$ cat src/rtl/seg_display_pkg.sv
// Shared constants for the two-digit display driver: converter state codes,
// segment patterns (active-low {g,f,e,d,c,b,a}) and the digit decode helper.
package seg_display_pkg;

  localparam int VAL_W        = 6;
  localparam int SHIFT_CYCLES = 6;

  localparam logic [1:0] ST_IDLE   = 2'd0;
  localparam logic [1:0] ST_SHIFT  = 2'd1;
  localparam logic [1:0] ST_COMMIT = 2'd2;

  localparam logic [6:0] SEG_0     = 7'h40;
  localparam logic [6:0] SEG_1     = 7'h79;
  localparam logic [6:0] SEG_2     = 7'h24;
  localparam logic [6:0] SEG_3     = 7'h30;
  localparam logic [6:0] SEG_4     = 7'h19;
  localparam logic [6:0] SEG_5     = 7'h12;
  localparam logic [6:0] SEG_6     = 7'h02;
  localparam logic [6:0] SEG_7     = 7'h78;
  localparam logic [6:0] SEG_8     = 7'h00;
  localparam logic [6:0] SEG_9     = 7'h10;
  localparam logic [6:0] SEG_BLANK = 7'h7F;

  typedef struct packed {
    logic [3:0] tens;
    logic [3:0] ones;
  } bcd_t;

  function automatic logic [6:0] seg_decode(input logic [3:0] d);
    case (d)
      4'd0:    return SEG_0;
      4'd1:    return SEG_1;
      4'd2:    return SEG_2;
      4'd3:    return SEG_3;
      4'd4:    return SEG_4;
      4'd5:    return SEG_5;
      4'd6:    return SEG_6;
      4'd7:    return SEG_7;
      4'd8:    return SEG_8;
      4'd9:    return SEG_9;
      default: return SEG_BLANK;
    endcase
  endfunction

endpackage

$ cat src/rtl/seg_display_driver_if.sv
// Value/mode in, digit enables/segments/busy out; clock and reset stay outside.
interface seg_display_driver_if;
  import seg_display_pkg::*;

  logic [VAL_W-1:0] val;
  logic             mode;
  logic [1:0]       an;
  logic [6:0]       seg;
  logic             busy;

  modport master (output val, output mode, input an, input seg, input busy);
  modport slave  (input val, input mode, output an, output seg, output busy);

endinterface

$ cat src/rtl/seg_display_driver_bin2bcd_seq.sv
// Sequential shift-add-3 binary-to-BCD converter with a one-cycle commit strobe.
//   state  | meaning
//   IDLE   | watching val against last_val
//   SHIFT  | six adjust-and-shift steps on the scratch
//   COMMIT | scratch final, done high for one cycle
module bin2bcd_seq
  import seg_display_pkg::*;
(
  input  logic             clk,
  input  logic             rst,
  input  logic [VAL_W-1:0] val,
  output logic             busy,
  output logic             done,
  output logic [3:0]       tens,
  output logic [3:0]       ones
);

  logic [1:0]       state_q, state_d;
  logic [VAL_W-1:0] last_val_q, last_val_d;
  logic [VAL_W-1:0] bin_q, bin_d;
  bcd_t             bcd_q, bcd_d, bcd_adj;
  logic [2:0]       cnt_q, cnt_d;

  always_comb begin
    bcd_adj = bcd_q;
    if (bcd_q.tens >= 4'd5) bcd_adj.tens = bcd_q.tens + 4'd3;
    if (bcd_q.ones >= 4'd5) bcd_adj.ones = bcd_q.ones + 4'd3;
  end

  always_comb begin
    state_d    = state_q;
    last_val_d = last_val_q;
    bin_d      = bin_q;
    bcd_d      = bcd_q;
    cnt_d      = cnt_q;
    case (state_q)
      ST_IDLE: begin
        if (val != last_val_q) begin
          last_val_d = val;
          bin_d      = val;
          bcd_d      = '0;
          cnt_d      = 3'(SHIFT_CYCLES - 1);
          state_d    = ST_SHIFT;
        end
      end
      ST_SHIFT: begin
        {bcd_d, bin_d} = {bcd_adj, bin_q} << 1;
        if (cnt_q == 3'd0) state_d = ST_COMMIT;
        else               cnt_d   = cnt_q - 3'd1;
      end
      ST_COMMIT: state_d = ST_IDLE;
      default:   state_d = ST_IDLE;
    endcase
  end

  always_ff @(posedge clk) begin
    if (!rst) begin
      state_q    <= ST_IDLE;
      last_val_q <= '0;
      bin_q      <= '0;
      bcd_q      <= '0;
      cnt_q      <= '0;
    end else begin
      state_q    <= state_d;
      last_val_q <= last_val_d;
      bin_q      <= bin_d;
      bcd_q      <= bcd_d;
      cnt_q      <= cnt_d;
    end
  end

  assign busy = (state_q != ST_IDLE);
  assign done = (state_q == ST_COMMIT);
  assign tens = bcd_q.tens;
  assign ones = bcd_q.ones;

endmodule

$ cat src/rtl/seg_display_driver.sv
// Two-digit common-anode display driver: BCD conversion, digit scan, leading-zero blank.
// Optional edit-mode blinking is built only when SEG_BLINK_EN is defined.
module seg_display_driver
  import seg_display_pkg::*;
#(
  parameter logic [15:0] REFRESH_DIV = 16'd50000,
  parameter bit          LZ_BLANK    = 1'b1,
  parameter logic [23:0] BLINK_DIV   = 24'd5000000
) (
  input  logic                clk,
  input  logic                rst,
  seg_display_driver_if.slave sd
);

  logic       cv_busy, cv_done;
  logic [3:0] cv_tens, cv_ones;

  bin2bcd_seq u_bin2bcd (
    .clk  (clk),
    .rst  (rst),
    .val  (sd.val),
    .busy (cv_busy),
    .done (cv_done),
    .tens (cv_tens),
    .ones (cv_ones)
  );

  bcd_t        digit_q, digit_d;
  logic [15:0] presc_q, presc_d;
  logic        sel_q, sel_d;
  logic [1:0]  an_q, an_d;
  logic [6:0]  seg_q, seg_d;
  logic        tc;
  logic        blank_force;

`ifdef SEG_BLINK_EN
  logic [23:0] blink_cnt_q;
  logic        blink_on_q;

  always_ff @(posedge clk) begin
    if (!rst) begin
      blink_cnt_q <= '0;
      blink_on_q  <= 1'b1;
    end else if (blink_cnt_q == BLINK_DIV - 24'd1) begin
      blink_cnt_q <= '0;
      blink_on_q  <= ~blink_on_q;
    end else begin
      blink_cnt_q <= blink_cnt_q + 24'd1;
    end
  end

  assign blank_force = !sd.mode && !blink_on_q;
`else
  logic unused_mode;
  assign unused_mode = sd.mode;
  assign blank_force = 1'b0;
`endif

  // Decode from the next digit value so a commit reaches the pins one cycle later.
  always_comb begin
    digit_d = digit_q;
    if (cv_done) digit_d = {cv_tens, cv_ones};
  end

  always_comb begin
    tc      = (presc_q == REFRESH_DIV - 16'd1);
    presc_d = tc ? 16'd0 : presc_q + 16'd1;
    sel_d   = tc ? ~sel_q : sel_q;
    an_d    = 2'b11;
    seg_d   = SEG_BLANK;
    if (!blank_force) begin
      if (!sel_q) begin
        an_d  = 2'b10;
        seg_d = seg_decode(digit_d.ones);
      end else if (!(LZ_BLANK && (digit_d.tens == 4'd0))) begin
        an_d  = 2'b01;
        seg_d = seg_decode(digit_d.tens);
      end
    end
  end

  always_ff @(posedge clk) begin
    if (!rst) begin
      digit_q <= '0;
      presc_q <= '0;
      sel_q   <= 1'b0;
      an_q    <= 2'b11;
      seg_q   <= SEG_BLANK;
    end else begin
      digit_q <= digit_d;
      presc_q <= presc_d;
      sel_q   <= sel_d;
      an_q    <= an_d;
      seg_q   <= seg_d;
    end
  end

  assign sd.an   = an_q;
  assign sd.seg  = seg_q;
  assign sd.busy = cv_busy;

endmodule

$ cat src/flat_wrapper.sv
// flat-port wrapper written by rule: the top's interface ports become plain ports
module seg_display_driver_flat import seg_display_pkg::*;
#(
  parameter logic [15:0] REFRESH_DIV = 16'd50000,
  parameter bit          LZ_BLANK    = 1'b1,
  parameter logic [23:0] BLINK_DIV   = 24'd5000000
)
  (clk, rst, sd_val, sd_mode, sd_an, sd_seg, sd_busy);
  seg_display_driver_if sd_i ();
  input  logic clk;
  input  logic rst;
  input wire logic [$bits(sd_i.val)-1:0] sd_val;
  input wire logic [$bits(sd_i.mode)-1:0] sd_mode;
  output wire logic [$bits(sd_i.an)-1:0] sd_an;
  output wire logic [$bits(sd_i.seg)-1:0] sd_seg;
  output wire logic [$bits(sd_i.busy)-1:0] sd_busy;
  assign sd_i.val = sd_val;
  assign sd_i.mode = sd_mode;
  assign sd_an = sd_i.an;
  assign sd_seg = sd_i.seg;
  assign sd_busy = sd_i.busy;
  seg_display_driver #(.REFRESH_DIV(REFRESH_DIV), .LZ_BLANK(LZ_BLANK), .BLINK_DIV(BLINK_DIV)) u_core (.clk(clk), .rst(rst), .sd(sd_i));
endmodule
$ cat config.mk
export PLATFORM = sky130hd
export DESIGN_NAME = seg_display_driver_flat
export DESIGN_NICKNAME = d
export VERILOG_FILES = /design/src/rtl/seg_display_pkg.sv /design/src/rtl/seg_display_driver_if.sv /design/src/rtl/seg_display_driver_bin2bcd_seq.sv /design/src/rtl/seg_display_driver.sv /design/src/flat_wrapper.sv
export SDC_FILE = /design/constraint.sdc
export NUM_CORES = 1
export LEC_CHECK = 0
export BUFFER_PORTS_ARGS = -buffer_cell sky130_fd_sc_hd__buf_4
export CAP_MARGIN = 5
export CORE_AREA = 2 2 77 79
export DETAILED_ROUTE_END_ITERATION = 12
export DIE_AREA = 0 0 79 81
export GPL_ROUTABILITY_DRIVEN = 0
export GPL_TIMING_DRIVEN = 0
export PLACE_DENSITY = 0.71
export SLEW_MARGIN = 20
export SYNTH_ARGS = -nofsm -noshare
export SYNTH_HDL_FRONTEND = slang
export SYNTH_SLANG_ARGS = --single-unit
$ cat constraint.sdc
create_clock -name clk -period 4.74 [get_ports clk]
set_clock_uncertainty 0.15 [all_clocks]
set_input_delay 0.948 -clock clk [delete_from_list [all_inputs] [get_ports clk]]
set_output_delay 0.948 -clock clk [all_outputs]
set_load 0.1 [all_outputs]
# Word-level counts from Yosys, hierarchy flattened
# Memory sizes are Yosys's and may differ from the RTL's.
# Index checks and enable logic that the tools add are counted.
# word_totals
n_memories,2
out_inout_bits,10
romBits,224
reg_bits,59
in_bits,9
# memory_table
name,words,word_bits,read_ports,rd_clocked_by_memory_dff,write_ports,line_no,text
(name not given),16,7,1,0,0,seg_display_pkg.sv:30,case (d)
(name not given),16,7,1,0,0,seg_display_pkg.sv:30,
# classes
n_lt_le_gt_ge,2
addsub,4
n_reduce_logical,11
bitwise_logic,2
muxes,17
eq_ne,7
# op_table
cell,n
16-bit by 1-bit adder with 16-bit output (second input constant),1
16-bit == test (second input constant),1
8-bit 2-to-1 mux,2
8-bit one-hot mux with 2 select lines,1
7-bit 2-to-1 mux,2
6-bit one-hot mux with 2 select lines,1
3-bit 2-to-1 mux,3
4-bit by 3-bit >= comparator with 1-bit output (second input constant),2
2-bit AND reduction,4
2-bit 2-to-1 mux,3
6-bit 2-to-1 mux,1
2-bit != test (second input constant),3
6-bit != test,1
3-bit one-hot mux with 2 select lines,1
4-bit by 2-bit adder with 4-bit output (second input constant),1
4-bit zero test,1
4-bit 2-to-1 mux,1
2-bit one-hot mux with 2 select lines,1
2-bit nonzero test,2
3-bit by 2-bit adder with 3-bit output (second input constant),1
3-bit zero test,1
3-bit AND reduction,1
3-bit by 1-bit subtractor with 3-bit output (second input constant),1
2-bit by 1-bit == test with 1-bit output (second input constant),1
other kinds (5),6

# Depth between registers and ports, before layout
# logic_depth
depth_word,5
depth_mapped,12
ltp_nobuf,8

# Cells and area by module
# From an unflattened synthesis, not the netlist that was laid out.
# unflattened
hier_cells,330
hier_area_um2,2955.3
# by_module_without_submodules
module,area_each_um2,instances,cells_per_inst
seg_display_driver,1717.9,1,187
bin2bcd_seq,1237.4,1,143

# Worst setup path before layout
# No wires, ideal clock.
# synth_path
path_kind,reg-to-reg
startpoint,reg u_core.u_bin2bcd.state_q[1]
endpoint,reg u_core.u_bin2bcd.cnt_q[2]
required_ns,4.504
path_buffers,2
slack_ns,2.293
t_arrival_ns,2.212
path_stages_with_launch,8
setup_time_ns,0.086
path_cell_list,dfxtp_1 buf_2 nor2_4 clkinv_1 a21oi_1 buf_2 nor3_1 a211oi_1
# synth_between
elab_chain_len,3
elab_cells_between_ends,7
cone_classes,3 x eq/ne; 1 x mux; 3 x reduce/logical
# synth_rtl
item,line_no,text
start: declaration,seg_display_driver_bin2bcd_seq.sv:18,"logic [1:0] state_q, state_d;"
start signal: assignment,seg_display_driver_bin2bcd_seq.sv:64,state_q <= state_d;
2-bit by 1-bit == test with 1-bit output or 2-bit zero test (tied branches),seg_display_driver_bin2bcd_seq.sv:36,case (state_q)
2-bit != test (no source line) or 2-bit nonzero test (tied branches),--,
3-bit AND reduction (no source line),--,
end signal: assignment,seg_display_driver_bin2bcd_seq.sv:68,cnt_q <= cnt_d;
end: declaration,seg_display_driver_bin2bcd_seq.sv:22,"logic [2:0] cnt_q, cnt_d;"
# Several ways; a longest one is shown, not always the timed one.
# A chain may end at the register's enable or synchronous reset.

==> results_tabular.tex <==
\begin{tabular}{lr}
\hline
Metric & Value \\
\hline
\multicolumn{2}{l}{\textbf{Power}} \\
\quad Maximum vdd drop & 180 uV \\
\quad Net switching power & 0.339 mW \\
\quad Part of the total power dissipated in sequential elements & 0.464 \\
\quad Power density relative to cell area & 345 mW/mm2 \\
\quad Switching share of power & 0.294 \\
\quad Total internal power & 0.816 mW \\
\quad Clk network pwr share & 0.390 \\
\quad Cell leakage power & 1.37 nW \\
\quad Logic pwr share & 0.145 \\
\multicolumn{2}{l}{\textbf{Critical path}} \\
\quad Standard cell with the maximum stage delay on the critical path & sky130\_fd\_sc\_hd\_\_dfxtp\_1 \\
\quad Critical-path cell list & nand2b\_1, buf\_4, buf\_6, buf\_4, nor2\_1, a21oi\_1, inv\_1, ha\_1, and2\_1, o21ai\_0, a22oi\_1 \\
\quad CP Capture Type & register \\
\quad Worst EP required & 4810 ps \\
\quad Arrival time reported for the critical path endpoint & 2820 ps \\
\quad Buffer and inverter count on the worst path & 4 \\
\quad Family with the most delay on the worst path & compound AO/OA/AOI/OAI gates \\
\quad Most frequent cell on the critical path & sky130\_fd\_sc\_hd\_\_buf\_4 \\
\quad FF-to-FF setup slack & 1990 ps \\
\quad Crit-path max cell delay & 510 ps \\
\quad Type of the worst setup path & register to register \\
\quad Crit-path max FO & 10 \\
\quad Crit start category & register \\
\multicolumn{2}{l}{\textbf{Floorplanning}} \\
\quad I/O pin total & 19 \\
\quad Chip height & 81 um \\
\quad Rows & 28 \\
\quad Area of the core & 0.00568 mm2 \\
\quad Area enclosed by the die boundary & 0.00640 mm2 \\
\quad Initial core utilization & 0.518 \\
\quad Die width & 79 um \\
\multicolumn{2}{l}{\textbf{STA}} \\
\quad Setup TNS Final & 0 ps \\
\quad Worst slack on hold paths & 299 ps \\
\quad Count of endpoints failing setup in the final report & 0 \\
\quad Worst-Margin Slew & 561 ps \\
\quad Max Clock Freq & 363 MHz \\
\quad Final count of pins violating max slew & 0 \\
\quad Worst slew slack as a fraction of its limit & 0.624 \\
\quad Final period utilization & 0.581 \\
\quad Number of failing hold endpoints at the final stage & 0 \\
\quad Clock period minus worst slack & 2750 ps \\
\quad RSZ-0062 raised after global routing & false \\
\multicolumn{2}{l}{\textbf{Clock tree}} \\
\quad Register clock-pin slew on the reported worst setup and hold paths & 70 ps \\
\quad Clock tree from TritonCTS & yes \\
\quad Clock latency at the later pin of the worst-skew pair & 340 ps \\
\quad Count of hold buffers inserted by post-cts repair & 0 \\
\quad Deepest clock path buffer count & 2 \\
\quad Post-CTS Resized & 0 \\
\quad TritonCTS buffer count & 9 \\
\quad Maximum level of the CTS H-tree & 3 \\
\quad Buffer type at the clock tree root & sky130\_fd\_sc\_hd\_\_clkbuf\_8 \\
\quad Post-CTS Setup Repair Bufs & 0 \\
\quad Clock net sink count & 59 \\
\multicolumn{2}{l}{\textbf{Route}} \\
\quad Average wire length per cell after detail routing & 13.4 um \\
\quad Per-cell via count in the routed design & 5.44 \\
\quad Final wirelength & 6.03 mm \\
\quad Post-route DRC violation count & 0 \\
\quad 1st-pass router iterations & 4 \\
\quad Total number of vias & 2450 \\
\quad DRC violation total after the first TritonRoute iteration & 140 \\
\quad Antenna Nets Post-Route & 0 \\
\multicolumn{2}{l}{\textbf{Global routing}} \\
\quad Remaining Overflow, GRT & 0 \\
\quad Met2 track demand over resource in global routing & 0.362 \\
\quad Peak-usage layer in the global routing report & met2 \\
\quad Total GRT Usage & 0.211 \\
\quad Number of antenna violations at the first check in global routing & 0 \\
\quad Pin count of the biggest net entering global routing & 12 \\
\quad Via count of the first global-routing pass & 2350 \\
\quad Wire length of the first global-routing pass & 10.5 mm \\
\quad Met1 Use GR & 0.246 \\
\quad Fraction of met3 tracks used by global routing & 0.0689 \\
\multicolumn{2}{l}{\textbf{Place}} \\
\quad Cells after DPL & 434 \\
\quad Input/output buffers & 16 \\
\quad HPWL Detailed & 4.26 mm \\
\quad Cell area after placement & 0.00316 mm2 \\
\multicolumn{2}{l}{\textbf{Layout}} \\
\quad Diode count & 0 \\
\quad Area added between synthesis and finish & 13.9\% \\
\quad Count of non-filler cells in the finished layout & 450 \\
\quad Fraction of layout cells with a size suffix above 1 & 0.136 \\
\quad Cell area after layout & 0.00335 mm2 \\
\quad Number of nets at the end of the flow & 396 \\
\multicolumn{2}{l}{\textbf{Run status}} \\
\quad Result of the run & complete, no violations \\
\multicolumn{2}{l}{\textbf{Logic synthesis}} \\
\quad Synth Area per Inst & 8.58 um2 \\
\quad Netlist Area Pre-Place & 0.00294 mm2 \\
\quad Number of register bits inferred by synthesis & 59 \\
\quad Part of the Yosys area used for sequential elements & 0.402 \\
\quad Top flip-flop cell by instance count after synthesis & sky130\_fd\_sc\_hd\_\_dfxtp\_1 \\
\quad Post-synth EDFFs & 0 \\
\quad Unique masters post-synth & 55 \\
\quad Number of nets in the synthesized netlist & 369 \\
\quad Warnings, synthesis & 0 \\
\quad Post-synthesis instance total & 343 \\
\quad Share of flip-flops with an asynchronous set or reset & 0 \\
\multicolumn{2}{l}{\textbf{Hold path}} \\
\quad Hold Path Class & register to register \\
\multicolumn{2}{l}{\textbf{Job}} \\
\quad Max-cap violations & 0 \\
\hline
\end{tabular}
worst reg2reg max path, stage by stage, from the launching register on:
cell and delay (ps):
sky130_fd_sc_hd__dfxtp_1 510, sky130_fd_sc_hd__nand2b_1 150, sky130_fd_sc_hd__buf_4 170, sky130_fd_sc_hd__buf_6 190, sky130_fd_sc_hd__buf_4 190, sky130_fd_sc_hd__nor2_1 60, sky130_fd_sc_hd__a21oi_1 370, sky130_fd_sc_hd__inv_1 120
sky130_fd_sc_hd__ha_1 210, sky130_fd_sc_hd__and2_1 140, sky130_fd_sc_hd__o21ai_0 240, sky130_fd_sc_hd__a22oi_1 130
logic make-up after synthesis:
family / after synthesis / share of synthesized area
simple gates: 137 / 0.211
compound gates: 65 / 0.148
flops: 59 / 0.402
buf+inv: 31 / 0.0459
xor+xnor: 24 / 0.0715
fa+ha+maj: 17 / 0.0723
mux: 10 / 0.0493
metal layers:
layer / routed length [um] / vias to the layer above
li1: - / 1237
met1: 2660 / 1151
met5: 0 / -
met3: 270 / 9
met4: 89 / 0
met2: 3000 / 53
registers in the layout, indices dropped and copies added (netlist names):
| signal | cells |
|---|---|
| u_core.presc_q | 16 |
| u_core.digit_q | 8 |
| u_core.sd.seg | 7 |
| u_core.u_bin2bcd.bin_q | 6 |
| u_core.u_bin2bcd.last_val_q | 6 |
| u_core.u_bin2bcd.ones | 4 |
| u_core.u_bin2bcd.tens | 4 |
| u_core.u_bin2bcd.cnt_q | 3 |
| u_core.sd.an | 2 |
| u_core.u_bin2bcd.state_q | 2 |
| u_core.sel_q | 1 |
stage by stage:
| step | utilization | power, mW | worst slack (ps) |
|---|---|---|---|
| finish | 0.590 | 1.15 | 1990 |
| global route | 0.590 | 1.21 | 1730 |
| CTS | 0.590 | 1.16 | 1980 |
| detailed placement | 0.556 | 0.716 | 2020 |
| global placement | 0.556 | 0.712 | 2050 |
| floorplan | - | 0.676 | 2290 |
layout make-up:
class	instances	area, um2
Buffer	15	75.1
Timing Repair Buffer	16	120
Fill cell	533	2330
Inverter	16	60.1
Sequential cell	59	1180
Tap cell	75	93.8
Clock buffer	10	128
Clock inverter	6	66.3
Multi-Input combinational cell	253	1630
cells in the mapped netlist (2+ instances only):
library cell               count  share of area
sky130_fd_sc_hd__dfxtp_1      59           0.40
sky130_fd_sc_hd__nor2_1       57          0.073
sky130_fd_sc_hd__nand2_1      35          0.045
sky130_fd_sc_hd__a21oi_1      21          0.036
sky130_fd_sc_hd__ha_1         17          0.072
sky130_fd_sc_hd__nand3_1      17          0.029
sky130_fd_sc_hd__xor2_1       16          0.048
sky130_fd_sc_hd__inv_1        14          0.018
sky130_fd_sc_hd__xnor2_1       8          0.024
sky130_fd_sc_hd__o21ai_0       7          0.012
sky130_fd_sc_hd__a22oi_1       6          0.015
sky130_fd_sc_hd__and3_1        6          0.013
sky130_fd_sc_hd__clkbuf_1      6         0.0077
sky130_fd_sc_hd__nand2b_1      5          0.011
sky130_fd_sc_hd__nor3_1        5         0.0085
sky130_fd_sc_hd__a222oi_1      4          0.014
sky130_fd_sc_hd__a31oi_1       3         0.0064
sky130_fd_sc_hd__and2_1        3         0.0064
sky130_fd_sc_hd__buf_1         3         0.0038
sky130_fd_sc_hd__buf_2         3         0.0051
sky130_fd_sc_hd__mux2_2        3          0.011
sky130_fd_sc_hd__mux2i_2       3          0.014
sky130_fd_sc_hd__o211ai_1      3         0.0077
sky130_fd_sc_hd__a31o_2        2         0.0060
sky130_fd_sc_hd__buf_4         2         0.0051
sky130_fd_sc_hd__mux2i_4       2          0.015
sky130_fd_sc_hd__nand4_1       2         0.0043
sky130_fd_sc_hd__nor4bb_1      2         0.0068
sky130_fd_sc_hd__o21ai_1       2         0.0034
sky130_fd_sc_hd__o22ai_1       2         0.0043
worst paths after layout:
check / start / to / depth (start not counted)
worst max-delay path: u_core.u_bin2bcd.state_q[0]$_SDFFE_PN0P_ / u_core.sd.seg[3]$_SDFF_PN1_ / 11
worst min-delay path: u_core.presc_q[0]$_SDFF_PP0_ / u_core.presc_q[0]$_SDFF_PP0_ / 1
worst max register to register: u_core.u_bin2bcd.state_q[0]$_SDFFE_PN0P_ / u_core.sd.seg[3]$_SDFF_PN1_ / 11
worst min register to register: u_core.presc_q[0]$_SDFF_PP0_ / u_core.presc_q[0]$_SDFF_PP0_ / 1
layout by cell type, fill, tap and decap left out, types with 4 or more instances in the layout:
cell type and instances:
sky130_fd_sc_hd__inv_1 14, sky130_fd_sc_hd__xor2_1 16, sky130_fd_sc_hd__a222oi_1 4, sky130_fd_sc_hd__nor2_1 57, sky130_fd_sc_hd__ha_1 17, sky130_fd_sc_hd__and3_1 6, sky130_fd_sc_hd__clkbuf_8 9, sky130_fd_sc_hd__a21oi_1 21
sky130_fd_sc_hd__clkbuf_1 7, sky130_fd_sc_hd__nand2_1 35, sky130_fd_sc_hd__nor3_1 5, sky130_fd_sc_hd__o21ai_0 7, sky130_fd_sc_hd__xnor2_1 8, sky130_fd_sc_hd__nand3_1 17, sky130_fd_sc_hd__nand2b_1 5, sky130_fd_sc_hd__buf_4 18
sky130_fd_sc_hd__dfxtp_1 59, sky130_fd_sc_hd__a22oi_1 6
power by group through the flow:
stage / Sequential [mW] / Combinational, mW / Clock, mW
2_1_floorplan: 0.570 / 0.106 / 0
3_3_place_gp: 0.546 / 0.166 / 0
3_5_place_dp: 0.547 / 0.169 / 0
4_1_cts: 0.536 / 0.169 / 0.458
5_1_grt: 0.539 / 0.187 / 0.480
6_report: 0.536 / 0.168 / 0.451
No activity file was read; power rests on OpenSTA's default activity.
